## src/rtl/click_region_pkg.sv

```systemverilog
// Shared types and constants for the multi-region click detector.
package click_region_pkg;

  typedef enum logic [1:0] {
    ST_IDLE,
    ST_ARMED,
    ST_MISS
  } state_e;

  localparam int MODE_PRESS = 0;
  localparam int MODE_CLICK = 1;

  function automatic int max_int(input int a, input int b);
    return (a > b) ? a : b;
  endfunction

endpackage

```

## src/rtl/click_region_if.sv

```systemverilog
// Mouse/geometry inputs and click outputs between mouse controller, game logic and the detector.
interface click_region_if #(
  parameter int NUM_REGIONS = 4,
  parameter int POS_W       = 12,
  parameter int GEOM_W      = 11
);
  localparam int ID_W = (NUM_REGIONS > 1) ? $clog2(NUM_REGIONS) : 1;

  logic [POS_W-1:0]              mouse_xpos;
  logic [POS_W-1:0]              mouse_ypos;
  logic                          mouse_left;
  logic [NUM_REGIONS*GEOM_W-1:0] hstart;
  logic [NUM_REGIONS*GEOM_W-1:0] vstart;
  logic [NUM_REGIONS*GEOM_W-1:0] hlength;
  logic [NUM_REGIONS*GEOM_W-1:0] vlength;
  logic [NUM_REGIONS-1:0]        region_en;
  logic                          clear;
  logic [NUM_REGIONS-1:0]        hover;
  logic                          click_pulse;
  logic [ID_W-1:0]               click_id;
  logic [NUM_REGIONS-1:0]        region_clicked;

  modport master (
    output mouse_xpos, mouse_ypos, mouse_left, hstart, vstart, hlength, vlength,
           region_en, clear,
    input  hover, click_pulse, click_id, region_clicked
  );

  modport slave (
    input  mouse_xpos, mouse_ypos, mouse_left, hstart, vstart, hlength, vlength,
           region_en, clear,
    output hover, click_pulse, click_id, region_clicked
  );

endinterface

```

## src/rtl/click_region_ctl_rect_hit.sv

```systemverilog
// Single-rectangle inclusive hit test; arithmetic is widened so origin+length never wraps.
module rect_hit
  import click_region_pkg::*;
#(
  parameter int POS_W  = 12,
  parameter int GEOM_W = 11
) (
  input  logic [POS_W-1:0]  x_i,
  input  logic [POS_W-1:0]  y_i,
  input  logic [GEOM_W-1:0] hstart_i,
  input  logic [GEOM_W-1:0] vstart_i,
  input  logic [GEOM_W-1:0] hlength_i,
  input  logic [GEOM_W-1:0] vlength_i,
  input  logic              en_i,
  output logic              hit_o
);
  localparam int W = max_int(POS_W, GEOM_W + 1);

  logic [W-1:0] x_w, y_w, xs_w, ys_w, xe_w, ye_w;

  assign x_w  = W'(x_i);
  assign y_w  = W'(y_i);
  assign xs_w = W'(hstart_i);
  assign ys_w = W'(vstart_i);
  assign xe_w = W'(hstart_i) + W'(hlength_i);
  assign ye_w = W'(vstart_i) + W'(vlength_i);

  assign hit_o = en_i && (x_w >= xs_w) && (x_w <= xe_w) && (y_w >= ys_w) && (y_w <= ye_w);

endmodule

```

## src/rtl/click_region_ctl.sv

```systemverilog
// Multi-region click detector: two-stage sample/hit pipeline, priority encode, press or click FSM, sticky latches.
module click_region_ctl
  import click_region_pkg::*;
#(
  parameter int NUM_REGIONS = 4,
  parameter int POS_W       = 12,
  parameter int GEOM_W      = 11,
  parameter int MODE        = MODE_PRESS
) (
  input  logic         pclk,
  input  logic         rst,
  click_region_if.slave bus
);
  localparam int ID_W = (NUM_REGIONS > 1) ? $clog2(NUM_REGIONS) : 1;

  logic [POS_W-1:0]       xpos_q, ypos_q;
  logic                   left_q, first_q, press_q, release_q;
  logic [NUM_REGIONS-1:0] hit_d, hit_q;
  logic                   press2_q, release2_q;
  logic [ID_W-1:0]        hit_id;
  logic                   any_hit, event_d;
  state_e                 state_q;
  logic [ID_W-1:0]        arm_id_q, id_q;
  logic                   pulse_q;
  logic [NUM_REGIONS-1:0] clicked_q;

  for (genvar i = 0; i < NUM_REGIONS; i++) begin : g_region
    rect_hit #(.POS_W(POS_W), .GEOM_W(GEOM_W)) u_hit (
      .x_i      (xpos_q),
      .y_i      (ypos_q),
      .hstart_i (bus.hstart[i*GEOM_W +: GEOM_W]),
      .vstart_i (bus.vstart[i*GEOM_W +: GEOM_W]),
      .hlength_i(bus.hlength[i*GEOM_W +: GEOM_W]),
      .vlength_i(bus.vlength[i*GEOM_W +: GEOM_W]),
      .en_i     (bus.region_en[i]),
      .hit_o    (hit_d[i])
    );
  end

  // first_q keeps a button already held across reset from looking like a fresh press.
  always_ff @(posedge pclk) begin
    // NOTE: every register here uses <= so all stages read the values from before this edge.
    if (rst) begin
      xpos_q     <= '0;
      ypos_q     <= '0;
      left_q     <= 1'b0;
      first_q    <= 1'b1;
      press_q    <= 1'b0;
      release_q  <= 1'b0;
      hit_q      <= '0;
      press2_q   <= 1'b0;
      release2_q <= 1'b0;
    end else begin
      xpos_q     <= bus.mouse_xpos;
      ypos_q     <= bus.mouse_ypos;
      left_q     <= bus.mouse_left;
      first_q    <= 1'b0;
      press_q    <= bus.mouse_left & ~left_q & ~first_q;
      release_q  <= ~bus.mouse_left & left_q;
      hit_q      <= hit_d;
      press2_q   <= press_q;
      release2_q <= release_q;
    end
  end

  always_comb begin
    // NOTE: defaults first so no path through this block leaves a value held (no latch).
    hit_id  = '0;
    any_hit = |hit_q;
    for (int i = NUM_REGIONS - 1; i >= 0; i--) begin
      if (hit_q[i]) hit_id = ID_W'(i);
    end
    if (MODE == MODE_PRESS) event_d = press2_q & any_hit;
    else event_d = (state_q == ST_ARMED) & release2_q & any_hit & (hit_id == arm_id_q);
  end

  always_ff @(posedge pclk) begin
    if (rst) begin
      state_q   <= ST_IDLE;
      arm_id_q  <= '0;
      pulse_q   <= 1'b0;
      id_q      <= '0;
      clicked_q <= '0;
    end else begin
      if (MODE == MODE_CLICK) begin
        case (state_q)
          ST_IDLE: if (press2_q) begin
            if (any_hit) begin
              state_q  <= ST_ARMED;
              arm_id_q <= hit_id;
            end else begin
              state_q <= ST_MISS;
            end
          end
          ST_ARMED: if (release2_q) state_q <= ST_IDLE;
          ST_MISS:  if (release2_q) state_q <= ST_IDLE;
          default:  state_q <= ST_IDLE;
        endcase
      end
      pulse_q <= event_d;
      id_q    <= event_d ? hit_id : '0;
      if (bus.clear) clicked_q <= '0;
      else if (event_d) clicked_q[hit_id] <= 1'b1;
    end
  end

  assign bus.hover          = hit_q;
  assign bus.click_pulse    = pulse_q;
  assign bus.click_id       = id_q;
  assign bus.region_clicked = clicked_q;

endmodule

```

## src/flat_wrapper.sv

```systemverilog
// flat-port wrapper written by rule: the top's interface ports become plain ports
module click_region_ctl_flat import click_region_pkg::*;
#(
  parameter int NUM_REGIONS = 4,
  parameter int POS_W       = 12,
  parameter int GEOM_W      = 11,
  parameter int MODE        = MODE_PRESS
)
  (pclk, rst, bus_mouse_xpos, bus_mouse_ypos, bus_mouse_left, bus_hstart, bus_vstart, bus_hlength, bus_vlength, bus_region_en, bus_clear, bus_hover, bus_click_pulse, bus_click_id, bus_region_clicked);
  click_region_if #(.NUM_REGIONS(NUM_REGIONS), .POS_W(POS_W), .GEOM_W(GEOM_W)) bus_i ();
  input  logic pclk;
  input  logic rst;
  input wire logic [$bits(bus_i.mouse_xpos)-1:0] bus_mouse_xpos;
  input wire logic [$bits(bus_i.mouse_ypos)-1:0] bus_mouse_ypos;
  input wire logic [$bits(bus_i.mouse_left)-1:0] bus_mouse_left;
  input wire logic [$bits(bus_i.hstart)-1:0] bus_hstart;
  input wire logic [$bits(bus_i.vstart)-1:0] bus_vstart;
  input wire logic [$bits(bus_i.hlength)-1:0] bus_hlength;
  input wire logic [$bits(bus_i.vlength)-1:0] bus_vlength;
  input wire logic [$bits(bus_i.region_en)-1:0] bus_region_en;
  input wire logic [$bits(bus_i.clear)-1:0] bus_clear;
  output wire logic [$bits(bus_i.hover)-1:0] bus_hover;
  output wire logic [$bits(bus_i.click_pulse)-1:0] bus_click_pulse;
  output wire logic [$bits(bus_i.click_id)-1:0] bus_click_id;
  output wire logic [$bits(bus_i.region_clicked)-1:0] bus_region_clicked;
  assign bus_i.mouse_xpos = bus_mouse_xpos;
  assign bus_i.mouse_ypos = bus_mouse_ypos;
  assign bus_i.mouse_left = bus_mouse_left;
  assign bus_i.hstart = bus_hstart;
  assign bus_i.vstart = bus_vstart;
  assign bus_i.hlength = bus_hlength;
  assign bus_i.vlength = bus_vlength;
  assign bus_i.region_en = bus_region_en;
  assign bus_i.clear = bus_clear;
  assign bus_hover = bus_i.hover;
  assign bus_click_pulse = bus_i.click_pulse;
  assign bus_click_id = bus_i.click_id;
  assign bus_region_clicked = bus_i.region_clicked;
  click_region_ctl #(.NUM_REGIONS(NUM_REGIONS), .POS_W(POS_W), .GEOM_W(GEOM_W), .MODE(MODE)) u_core (.pclk(pclk), .rst(rst), .bus(bus_i));
endmodule
```

## config.mk

```make
export PLATFORM = sky130hd
export DESIGN_NAME = click_region_ctl_flat
export DESIGN_NICKNAME = d
export VERILOG_FILES = /design/src/rtl/click_region_pkg.sv /design/src/rtl/click_region_if.sv /design/src/rtl/click_region_ctl_rect_hit.sv /design/src/rtl/click_region_ctl.sv /design/src/flat_wrapper.sv
export SDC_FILE = /design/constraint.sdc
export NUM_CORES = 1
export LEC_CHECK = 0
export ABC_AREA = 1
export CORE_MARGIN = 5
export CORE_UTILIZATION = 35
export CTS_CLUSTER_SIZE = 20
export DETAILED_ROUTE_END_ITERATION = 8
export PLACE_DENSITY = 0.6
export SLEW_MARGIN = 30
export SYNTH_ARGS = -nofsm -noshare
export SYNTH_HDL_FRONTEND = slang
export SYNTH_SLANG_ARGS = --single-unit
```

## constraint.sdc

```tcl
create_clock -name pclk -period 4.1 [get_ports pclk]
set_input_delay 1.23 -clock pclk [delete_from_list [all_inputs] [get_ports pclk]]
set_output_delay 1.23 -clock pclk [all_outputs]
set_load 0.02 [all_outputs]
```

==> key figures <==
Outcome
  • Status: finished clean

Setup path
  • Reg2reg start: u_core.xpos_q[2]
  • Crit. End Element: register
  • CP Class: input pin to register
  • Cells along the critical path: clkdlybuf4s50_1, ha_1, inv_1, fa_1, inv_1, nand3_1, nand2_1, a21oi_1, o21ai_0, xnor2_1, ha_1, nand2_1, nor2_1, nand4_1, a21oi_1, nor2_1, nor2_2, nor2_1
  • Most Frequent Cell on Critical Path: nor2_1
  • Max FO, Critical Path: 2
  • Bufs and invs on worst path: 3
  • Crit-path slowest cell: clkdlybuf4s50_1
  • Setup crit start kind: input pin
  • Max stage delay on crit path: 480 ps
  • Critical Path Source: bus_hlength[11]
  • Worst EP arrival: roughly 4000 ps
  • Top delay family on crit path: adder cells
  • Worst EP required: between 4000 and 5000 ps

Finish
  • Multi-input logic area: approximately 0.0078 mm^2
  • Final #Nets: around 2100
  • # fillers: approximately 2800
  • Share of layout cells above drive strength 1: ~1.6%
  • Register area: 780.7 um^2
  • Layout area overhead: 29.66%

Yosys
  • Cell with the most instances after synthesis: nand2_1
  • Syn Area/Cell: ~6.7 um^2
  • Post-synthesis cell count: 1420
  • Post-synthesis cell area: roughly 0.0095 mm^2
  • Post-synthesis xor/xnor area fraction: approximately 5.6%
  • Post-synthesis simple-gate area fraction: 24.58%
  • Leading area contributor after synthesis: ha_1
  • Post-synthesis mux area share: 0%
  • Top cell type's share of synthesized area: ~36%
  • Net Count, Synth: ~1900
  • Synth Area in Compound Gates: 14.18%
  • Seq/Total Area, Yosys: a little over 8%
  • Yosys warnings: 0
  • Top post-synthesis cells by area: ha_1, nand2_1, inv_1, dfxtp_1, a21oi_1
  • Synth Register Bits: 39
  • Post-synth EDFFs: 0
  • Synth Flop Type: dfxtp_1
  • Netlist cell types: 35
  • Synth top cells by count: nand2_1, ha_1, inv_1
  • Asr flop ratio synth: 0%
  • Adder-cell share of the synthesized area: a little under two fifths
  • Main combinational cell family by area after synthesis: adder cells

Timing
  • Layout Skew: roughly 7.5 ps
  • Slew @ Worst Pin: about 660 ps
  • Max transition margin: 55.81%
  • Final Hold Fails: 0
  • Count of pins over their slew limit: 0
  • Fin Setup TNS: 0 ps
  • Setup ws final: around 300 ps
  • Fin crit share: 92.61%
  • RSZ-0062 raised after global routing: false
  • Hold slack: ~400 ps
  • Min Tclk post-route: between 3000 and 4000 ps
  • Max Freq: ~260 MHz
  • Setup violations, final: 0

Placement
  • HPWL after detailed placement: 26350 um
  • Buffers on Ports: 218
  • GP Congestion: 0.8850
  • Dpl ws: -103.4 ps

Die
  • Initial Utilization: 35.42%
  • DIE AREA: 0.03052 mm^2
  • I/O pin total: approximately 220
  • # rows: 60
  • Core area: about 0.027 mm^2
  • Die width: between 150 and 200 um
  • Die Height: between 150 and 200 um

Pwr
  • Leak pwr: 6.578 nW
  • Peak VDD IR: 0.1254 mV
  • Tot Pwr: ~2.3 mW
  • PwrDens: 185.0 mW/mm^2

Routing
  • DR vias/cell: approximately 4.9
  • Vias post-DR: between 9000 and 10000
  • Starting DRT DRC Count: 303
  • WL/cell: 15.18 um
  • Final ANT Viol Nets: 0
  • DRT Wirelength: a little over 30000 um
  • Drt first pass iters: 5
  • DRC: 0

Hold path
  • Min-delay src: u_core.first_q
  • Hold crit path type: register to register

CTS
  • Clock Latency Late Sink: slightly below 300 ps
  • CTS tree: done
  • CTS sink cnt: 39
  • Post-CTS Setup Repair Bufs: 0
  • Clock-pin slew on the worst setup and hold paths: 70 ps
  • Clock H-tree levels: 2
  • Clock root cell: clkbuf_16
  • Total CTS buffers: 5
  • Clk buf depth: 2

Global routing
  • Initial antenna violation count: 1
  • Grt ovf: 0
  • Largest net degree at the start of global routing: 36
  • Gr usage total: 19.23%
  • First-pass GRT wire length: ~48000 um
  • Vias in the first global route: about 9800

Flow run
  • Max_cap viols: 0
registers in the layout (all words and copies together), names as in the netlist:
| signal | count |
|---|---|
| u_core.bus.hover | 4 |
| u_core.first_q | 1 |
| u_core.xpos_q | 12 |
| u_core.bus.region_clicked | 4 |
| u_core.press_q | 1 |
| u_core.bus.click_id | 2 |
| u_core.ypos_q | 12 |
| u_core.press2_q | 1 |
| u_core.bus.click_pulse | 1 |
| u_core.left_q | 1 |
timing repair:
item / CTS / global route
hold buffers: 0 / 0
gates resized for setup: 0 / 1
setup endpoints to repair: 0 / 1
area by class of cell:
cell class	count	share of cell area, %
Clock inverter	3	0.1627
Tap cell	341	3.466
Antenna cell	1	0.02033
Inverter	244	7.441
Sequential cell	39	6.343
Timing Repair Buffer	228	18.34
Clock buffer	5	1.017
Multi-Input combinational cell	1132	63.21
power breakdown:
part / internal [mW] / total (mW) / switching (mW) / leakage [nW]
Combinational: 0.676 / 1.44 / 0.763 / 6.19
Sequential: 0.394 / 0.441 / 0.0463 / 0.322
Clock: 0.225 / 0.397 / 0.173 / 0.0658
placed cells by master (no fill, tap or decap), types with 11 or more instances in the layout:
master,count
a21o_1,11
a21oi_1,137
clkdlybuf4s50_1,218
dfxtp_1,39
ha_1,272
inv_1,244
nand2_1,283
nand3_1,79
nand4_1,37
nor2_1,116
nor3_1,16
o21a_1,12
o21ai_0,44
o21bai_1,11
xnor2_1,21
xor2_1,40
path summary, 6_finish.rpt:
check,to,cells after the start,slack (ps)
worst min register to register,u_core.press_q,1,390
worst max-delay path,u_core.bus.hover[1],18,300
worst max register to register,u_core.bus.hover[1],9,2020
worst min-delay path,u_core.press_q,1,390
logic make-up (layout without fill, tap and decap cells):
logic type	count (synthesis)	count (layout)
compound gates	241	241
xor+xnor	61	61
fa+ha+maj	280	280
buf+inv	249	480
flops	39	39
other cells	0	1
simple gates	550	550
per-layer routing:
layer / part of all wire [%] / global-route usage [%]
met5: 0.036 / 0
met4: 1.4 / 3.077
met3: 5.3 / 3.505
met1: 46 / 24.41
met2: 47 / 34.55
per-stage QoR:
stage                     instance area (um^2)  util (%)  std cells
final                                    12310     45.92       1993
after global routing                     12310     45.92       1992
after CTS                                12300     45.91       1992
after detailed placement                 12160     45.36       1984
after global placement                   12160     45.36       1984
after floorplan                           9493         -       1420
No activity file was read; power rests on OpenSTA's default activity.
